==> config.mk <==
export PLATFORM = sky130hd
export DESIGN_NAME = pipe_stage_reg
export DESIGN_NICKNAME = d
export VERILOG_FILES = /design/src/rtl/pipe_stage_reg.sv
export SDC_FILE = /design/constraint.sdc
export NUM_CORES = 1
export LEC_CHECK = 0
export ABC_AREA = 1
export CELL_PAD_IN_SITES_DETAIL_PLACEMENT = 0
export CELL_PAD_IN_SITES_GLOBAL_PLACEMENT = 1
export CORE_MARGIN = 2
export CORE_UTILIZATION = 39
export DETAILED_ROUTE_END_ITERATION = 7
export PLACE_DENSITY = 0.88
export SYNTH_ARGS = -nofsm -noshare
export SYNTH_HDL_FRONTEND = slang
export SYNTH_SLANG_ARGS = --single-unit
==> constraint.sdc <==
create_clock -name clk -period 4.05 [get_ports clk]
set_input_delay 0.6075 -clock clk [delete_from_list [all_inputs] [get_ports clk]]
set_output_delay 0.6075 -clock clk [all_outputs]
set_load 0.05 [all_outputs]
==> src/rtl/pipe_stage_reg.sv <==
// Elastic pipeline stage: a main entry drives the outputs, a skid entry absorbs the
// beat that arrives in the first stalled cycle, so every output is a flop.
module pipe_stage_reg #(
    parameter int WIDTH      = 96,
    parameter bit CLEAR_DATA = 1'b1
) (
    input  logic             clk,
    input  logic             rst,
    input  logic             in_valid,
    output logic             in_ready,
    input  logic [WIDTH-1:0] in_data,
    output logic             out_valid,
    input  logic             out_ready,
    output logic [WIDTH-1:0] out_data,
    input  logic             flush,
    output logic [1:0]       count
);

    // Handshake: a beat moves on a side only in a cycle where that side's valid and
    // ready are both 1 at the rising edge; valid never waits on ready, and both
    // in_ready and out_valid come straight from flops.
    typedef enum logic [1:0] {
        ST_EMPTY = 2'd0,
        ST_ONE   = 2'd1,
        ST_FULL  = 2'd2
    } state_t;

    state_t             r_state;
    state_t             w_next_state;
    logic               r_out_valid;
    logic               r_in_ready;
    logic [WIDTH-1:0]   r_main;
    logic [WIDTH-1:0]   r_skid;

    logic               w_in_fire;
    logic               w_out_fire;
    logic               w_main_load;
    logic               w_main_from_skid;
    logic               w_main_clear;
    logic               w_skid_load;
    logic               w_skid_clear;
    logic [WIDTH-1:0]   w_main_d;
    logic               w_next_out_valid;
    logic               w_next_in_ready;

    assign w_in_fire  = in_valid & r_in_ready;
    assign w_out_fire = r_out_valid & out_ready;

    // State register; the state encoding doubles as the occupancy output.
    always_ff @(posedge clk) begin
        if (rst) begin
            r_state     <= ST_EMPTY;
            r_out_valid <= 1'b0;
            r_in_ready  <= 1'b0;
        end else begin
            r_state     <= w_next_state;
            r_out_valid <= w_next_out_valid;
            r_in_ready  <= w_next_in_ready;
        end
    end

    always_comb begin
        w_next_state = r_state;
        if (flush) begin
            w_next_state = ST_EMPTY;
        end else begin
            case (r_state)
                ST_EMPTY: begin
                    if (w_in_fire) w_next_state = ST_ONE;
                end
                ST_ONE: begin
                    if (w_in_fire && !w_out_fire) w_next_state = ST_FULL;
                    else if (!w_in_fire && w_out_fire) w_next_state = ST_EMPTY;
                end
                ST_FULL: begin
                    if (w_out_fire) w_next_state = ST_ONE;
                end
                default: w_next_state = ST_EMPTY;
            endcase
        end
    end

    always_comb begin
        w_main_load      = 1'b0;
        w_main_from_skid = 1'b0;
        w_main_clear     = 1'b0;
        w_skid_load      = 1'b0;
        w_skid_clear     = 1'b0;
        if (flush) begin
            // A beat accepted in the flush cycle is simply never stored.
            w_main_clear = CLEAR_DATA;
            w_skid_clear = CLEAR_DATA;
        end else begin
            case (r_state)
                ST_EMPTY: begin
                    w_main_load = w_in_fire;
                end
                ST_ONE: begin
                    if (w_in_fire && w_out_fire) w_main_load = 1'b1;
                    else if (w_in_fire) w_skid_load = 1'b1;
                    else if (w_out_fire) w_main_clear = CLEAR_DATA;
                end
                ST_FULL: begin
                    if (w_out_fire) begin
                        w_main_from_skid = 1'b1;
                        w_skid_clear     = CLEAR_DATA;
                    end
                end
                default: begin
                    w_main_clear = CLEAR_DATA;
                    w_skid_clear = CLEAR_DATA;
                end
            endcase
        end
        w_main_d         = w_main_from_skid ? r_skid : in_data;
        w_next_out_valid = (w_next_state != ST_EMPTY);
        w_next_in_ready  = (w_next_state != ST_FULL);
    end

    // Payload registers; reset always zeroes them so out_data is 0 out of reset.
    always_ff @(posedge clk) begin
        if (rst) begin
            r_main <= '0;
            r_skid <= '0;
        end else begin
            if (w_main_load || w_main_from_skid) r_main <= w_main_d;
            else if (w_main_clear) r_main <= '0;

            if (w_skid_load) r_skid <= in_data;
            else if (w_skid_clear) r_skid <= '0;
        end
    end

    assign in_ready  = r_in_ready;
    assign out_valid = r_out_valid;
    assign out_data  = r_main;
    assign count     = r_state;

endmodule
; Yosys cells after proc, flatten, opt, wreduce, memory -nomap -nowiden
; Cells that the tools add are included.
[totals]
reg_bits = 196
in_bits = 101
out_inout_bits = 100
elab_cells = 49
[classes]
eq_ne = 3
mux = 27
bitwise = 2
reduce_logical = 12
[ops]
columns = cell, count
row1 = 2-to-1 mux 96 bit, 5
row2 = 2-to-1 mux 1 bit, 13
row3 = 2-to-1 mux 2 bit, 5
row4 = one-hot mux 1 bit (2 select lines), 3
row5 = one-hot mux 2 bit (3 select lines), 1
row6 = nonzero test 2 bit, 3
row7 = OR reduction 2 bit, 2
row8 = logical AND 1 bit, 3
row9 = bitwise AND 1 bit, 2
row10 = "== test 2 x 1 -> 1 bit, second input constant", 1
row11 = "== test 2 bit, second input constant", 1
row12 = logical NOT 1 bit, 2
row13 = logical NOT 2 bit, 1
row14 = "inequality test 2 bit, second input constant", 1
row15 = logical OR 1 bit, 1

; Logic depth before layout (Yosys ltp)
[logic_depth]
word_depth = 8
mapped_depth = 9
ltp_nobuf = 7

; Least setup slack after synthesis
; Ideal clock, no wire load.
[synth_timing]
path_kind = reg2reg
from = register r_out_valid (netlist: out_valid)
to = register r_main[48] (netlist: out_data[48])
setup_time_ns = 0.132
t_arrival_ns = 1.678
setup_slack_ns = 2.240
stages_incl_launch_ff = 10
period_less_slack_ns = 1.810
path_cell_list = dfxtp_1 > nand2_2 > inv_1 > nand3_2 > nand2_2 > inv_2 > buf_2 > buf_2 > nand3_1 > a21oi_1
[synth_between]
elab_chain_len = 7
[synth_rtl]
columns = item, line
row1 = "start, declared", 30  ; logic r_out_valid;
row2 = "start signal, assigned", 57  ; r_out_valid <= w_next_out_valid;
row3 = bitwise AND 1 bit (*), 47  ; assign w_out_fire = r_out_valid & out_ready;
row4 = 2-to-1 mux 1 bit or logical AND 1 bit (tied branches), "101, 104, 99"
row5 = "2-to-1 mux 1 bit, on equally long branches", "100, 99"
row6 = 2-to-1 mux 1 bit or one-hot mux 1 bit (2 select lines) (tied branches), "99, 94"
row7 = one-hot mux 1 bit (2 select lines) or 2-to-1 mux 1 bit (tied branches), "94, 89"
row8 = 2-to-1 mux 1 bit or logical OR 1 bit (tied branches), "89, 126"
row9 = nonzero test 2 bit (no source line) or 2-to-1 mux 96 bit (tied branches), --
row10 = "end signal, assigned", 126  ; if (w_main_load || w_main_from_skid) r_main <= w_main_d;
row11 = "end, declared", 32  ; logic [WIDTH-1:0] r_main;
; Mark *: on every way between the ends. The rest lies on a longest branch, timed or not.
; A chain may end at the register's enable or synchronous reset.

; Worst setup path in the final report
[layout_timing]
from = input port flush
to = register r_main[29] (netlist: out_data[29])
[layout_between]
elab_chain_len = 3
[layout_rtl]
columns = item, line
row1 = "start, declared", 15  ; input logic flush,
row2 = 2-to-1 mux 1 bit, 89  ; if (flush) begin
row3 = 2-to-1 mux 96 bit or logical OR 1 bit (tied branches), "115, 126"
row4 = 2-to-1 mux 96 bit or nonzero test 2 bit (tied branches), --
; Several ways; a longest one is shown, not always the timed one.

==> metrics.md <==
| Metric | Value |
|---|---|
| # port buffers | 200 |
| Outcome | finished, final reports clean |
| Post-DR vias/cell | between 5 and 6 |
| Total CTS buffers | 17 |
| Final setup violating endpoints | 0 |
| Clk_skew | between 10 and 15 ps |
| Tmin final | roughly 2700 ps |
| # diodes | 0 |
| Die H | approximately 150 µm |
| Max Freq | about 360 MHz |
| Hold endpoint | r_skid[21] |
| # hold bufs at CTS | 0 |
| VDD IR max | approximately 0.24 mV |
| Pleak | 4.19 nW |
| Nets | between 1000 and 1500 |
| Placed Cells incl. Taps | around 1600 |
| CTS root buf | clkbuf_16 |
| Initial antenna violation count | 1 |
| Sequential area share after synthesis | 0.447 |
| RD Place Congestion | between 0.7 and 0.8 |
| Share of layout cells above drive strength 1 | 0.0470 |
| Core ar. | ~22000 µm² |
| Crit share post-route | 0.678 |
| R2r startpoint | count[0] |
| DRC viols | 0 |
| Max-cap viol count | 0 |
| Hold path depth | 2 |
| Std-Cell Rows | 54 |
| Initial DRC Count | about 610 |
| Post-synthesis register bit count | just under 200 |
| Count of mapped cells out of synthesis | ~1200 |
| Initial Util | 0.400 |
| Dpl hpwl | approximately 15000 µm |
| Die ar. | about 24000 µm² |
| Area growth syn-to-layout | 30.6% |
| Total number of H-tree levels | 4 |
| Reg2reg end | out_data[29] |
| Syn avg cell area | 7.30 µm² |
| Crit Path Category | input port to flop |
| Min-Delay Path Class | flop to flop |
| Power Density | 375 nW/µm² |
| Distinct cells, synth | 21 |
| CP endpoint kind | flop |
| Synthesized netlist net count | between 1000 and 1500 |
| Max-slew violations | 0 |
| Reg2Reg Setup Slack | 1600 ps |
| Detailed-router iteration count before antenna repair | 5 |
| Hold path start | r_skid[21] |
| Vias in the first global route | approximately 8300 |
| # IOs | 201 |
| Post-CTS setup repair buffer count | 0 |
| Fin. Hold Viols | 0 |
| Cts repair resizes | 0 |
| Gr usage total | 0.227 |
| Worst EP arrival | about 3100 ps |
| Crit. Startpoint | flush |
| Least-Margin Pin Slew | between 1000 and 1500 ps |
| WL/cell | roughly 17 µm |
| Final core occ | 0.522 |
| Clock sinks | 196 |
| Final std cells w/o fill | between 1500 and 2000 |
| Mapped cell area | 8790 µm² |
| First-pass GRT wire length | around 44000 µm |
| Via Count | 8627 |
| CP required | 4400 ps |
| Final wirelength | approximately 27000 µm |
| CTS tree | done |
| Worst Path Max Fanout | 41 |
| Hold WS | around 470 ps |
| RSZ-0062 raised after global routing | no |
| Maximum clock path buffer count | 2 |
| Ys Warns | 0 |
| Die Wd | approximately 150 µm |
| CP Launch Type | input port |
| Worst skew pair latency | between 400 and 500 ps |
| Clock transition time at the flip-flop clock pins of the worst setup and hold paths | about 70 ps |
| Setup TNS | 0 ps |
| Largest net degree at the start of global routing | ~100 |
| Grt total ovfl | 0 |
| Rel. slew slack | 0.309 |
| Routed Antenna Nets | 0 |
| Reg2reg path depth | 6 |
-- critical path, stage by stage --
cell and delay, ps:
clkdlybuf4s50_1 500, nor2_4 190, nand3_4 400, nand2_4 520, buf_4 520, nand3_1 130
a21oi_1 190
-- sequential cells by signal (all words and copies together) (netlist names) --
| signal | flops |
|---|---|
| out_data | 96 |
| in_ready | 1 |
| count | 2 |
| out_valid | 1 |
| r_skid | 96 |
-- where the power goes --
part,internal (mW),switching [mW]
logic,0.196,0.336
registers,1.96,0.0224
clock network,0.998,0.788
total,3.15,1.15
-- synth_stat cells --
library cell / instances / share of area
nand2_1: 197 / 0.084
and2_1: 1 / 0.00071
buf_4: 4 / 0.0034
buf_2: 33 / 0.019
nand3_2: 2 / 0.0023
nand3_1: 290 / 0.17
a21oi_1: 193 / 0.11
a21oi_2: 1 / 0.0010
clkbuf_1: 64 / 0.027
nand2_2: 2 / 0.0014
dfxtp_1: 196 / 0.45
inv_2: 2 / 0.00085
nor2_4: 3 / 0.0038
clkinv_1: 1 / 0.00043
o22ai_1: 1 / 0.00071
buf_1: 11 / 0.0047
nor2_1: 4 / 0.0017
inv_1: 100 / 0.043
nand3b_1: 96 / 0.082
o21a_1: 1 / 0.00085
nor2_2: 2 / 0.0014
-- placed cells by master, fill, tap and decap left out, drive strengths merged --
cell type	instances
dfxtp	196
clkinv	7
nand3b	96
inv	105
nand2	199
and2	1
o22ai	1
clkbuf	18
nand3	292
o21a	1
clkdlybuf4s50	199
bufinv	3
buf	18
clkinvlp	2
a21oi	194
nor2	9
-- cell type report --
type / count / area [µm²]
fill: 2131 / 10500
multi-input combinational: 793 / 4030
sequential: 196 / 3920
timing repair buffer: 217 / 2170
clock buffer: 18 / 439
inverter: 103 / 390
tap: 280 / 350
clock inverter: 14 / 173
-- kinds of logic after synthesis --
kind of cell	share of synthesized area
buffers and inverters	0.0982
AND/OR/NAND/NOR	0.343
AO/OA/AOI/OAI	0.112
flip-flops	0.447
-- how the worst max path moves through the flow --
stage,endpoint,cells past startpoint
finish,out_data[29],7
global placement,out_data[35],7
floorplan,out_data[48],9
global route,out_data[21],7
CTS,out_data[29],7
detailed placement,out_data[29],7
-- through the flow --
step,power [mW],worst slack [ps],instance area [µm²]
after floorplan,2.32,2240,8790
after global placement,2.56,922,10900
after detailed placement,2.56,856,10900
after CTS,4.34,1310,11500
after global routing,4.47,1140,11500
final,4.30,1300,11500
-- per-layer routing --
layer / vias to the layer above / track usage / share of wire
met3: 27 / 0.0564 / 0.074
met1: 4023 / 0.315 / 0.46
met5: - / 0 / 0
li1: 4260 / - / -
met4: 0 / 0.0579 / 0.012
met2: 317 / 0.354 / 0.46
Note: power is estimated with default switching activity, not from simulation.
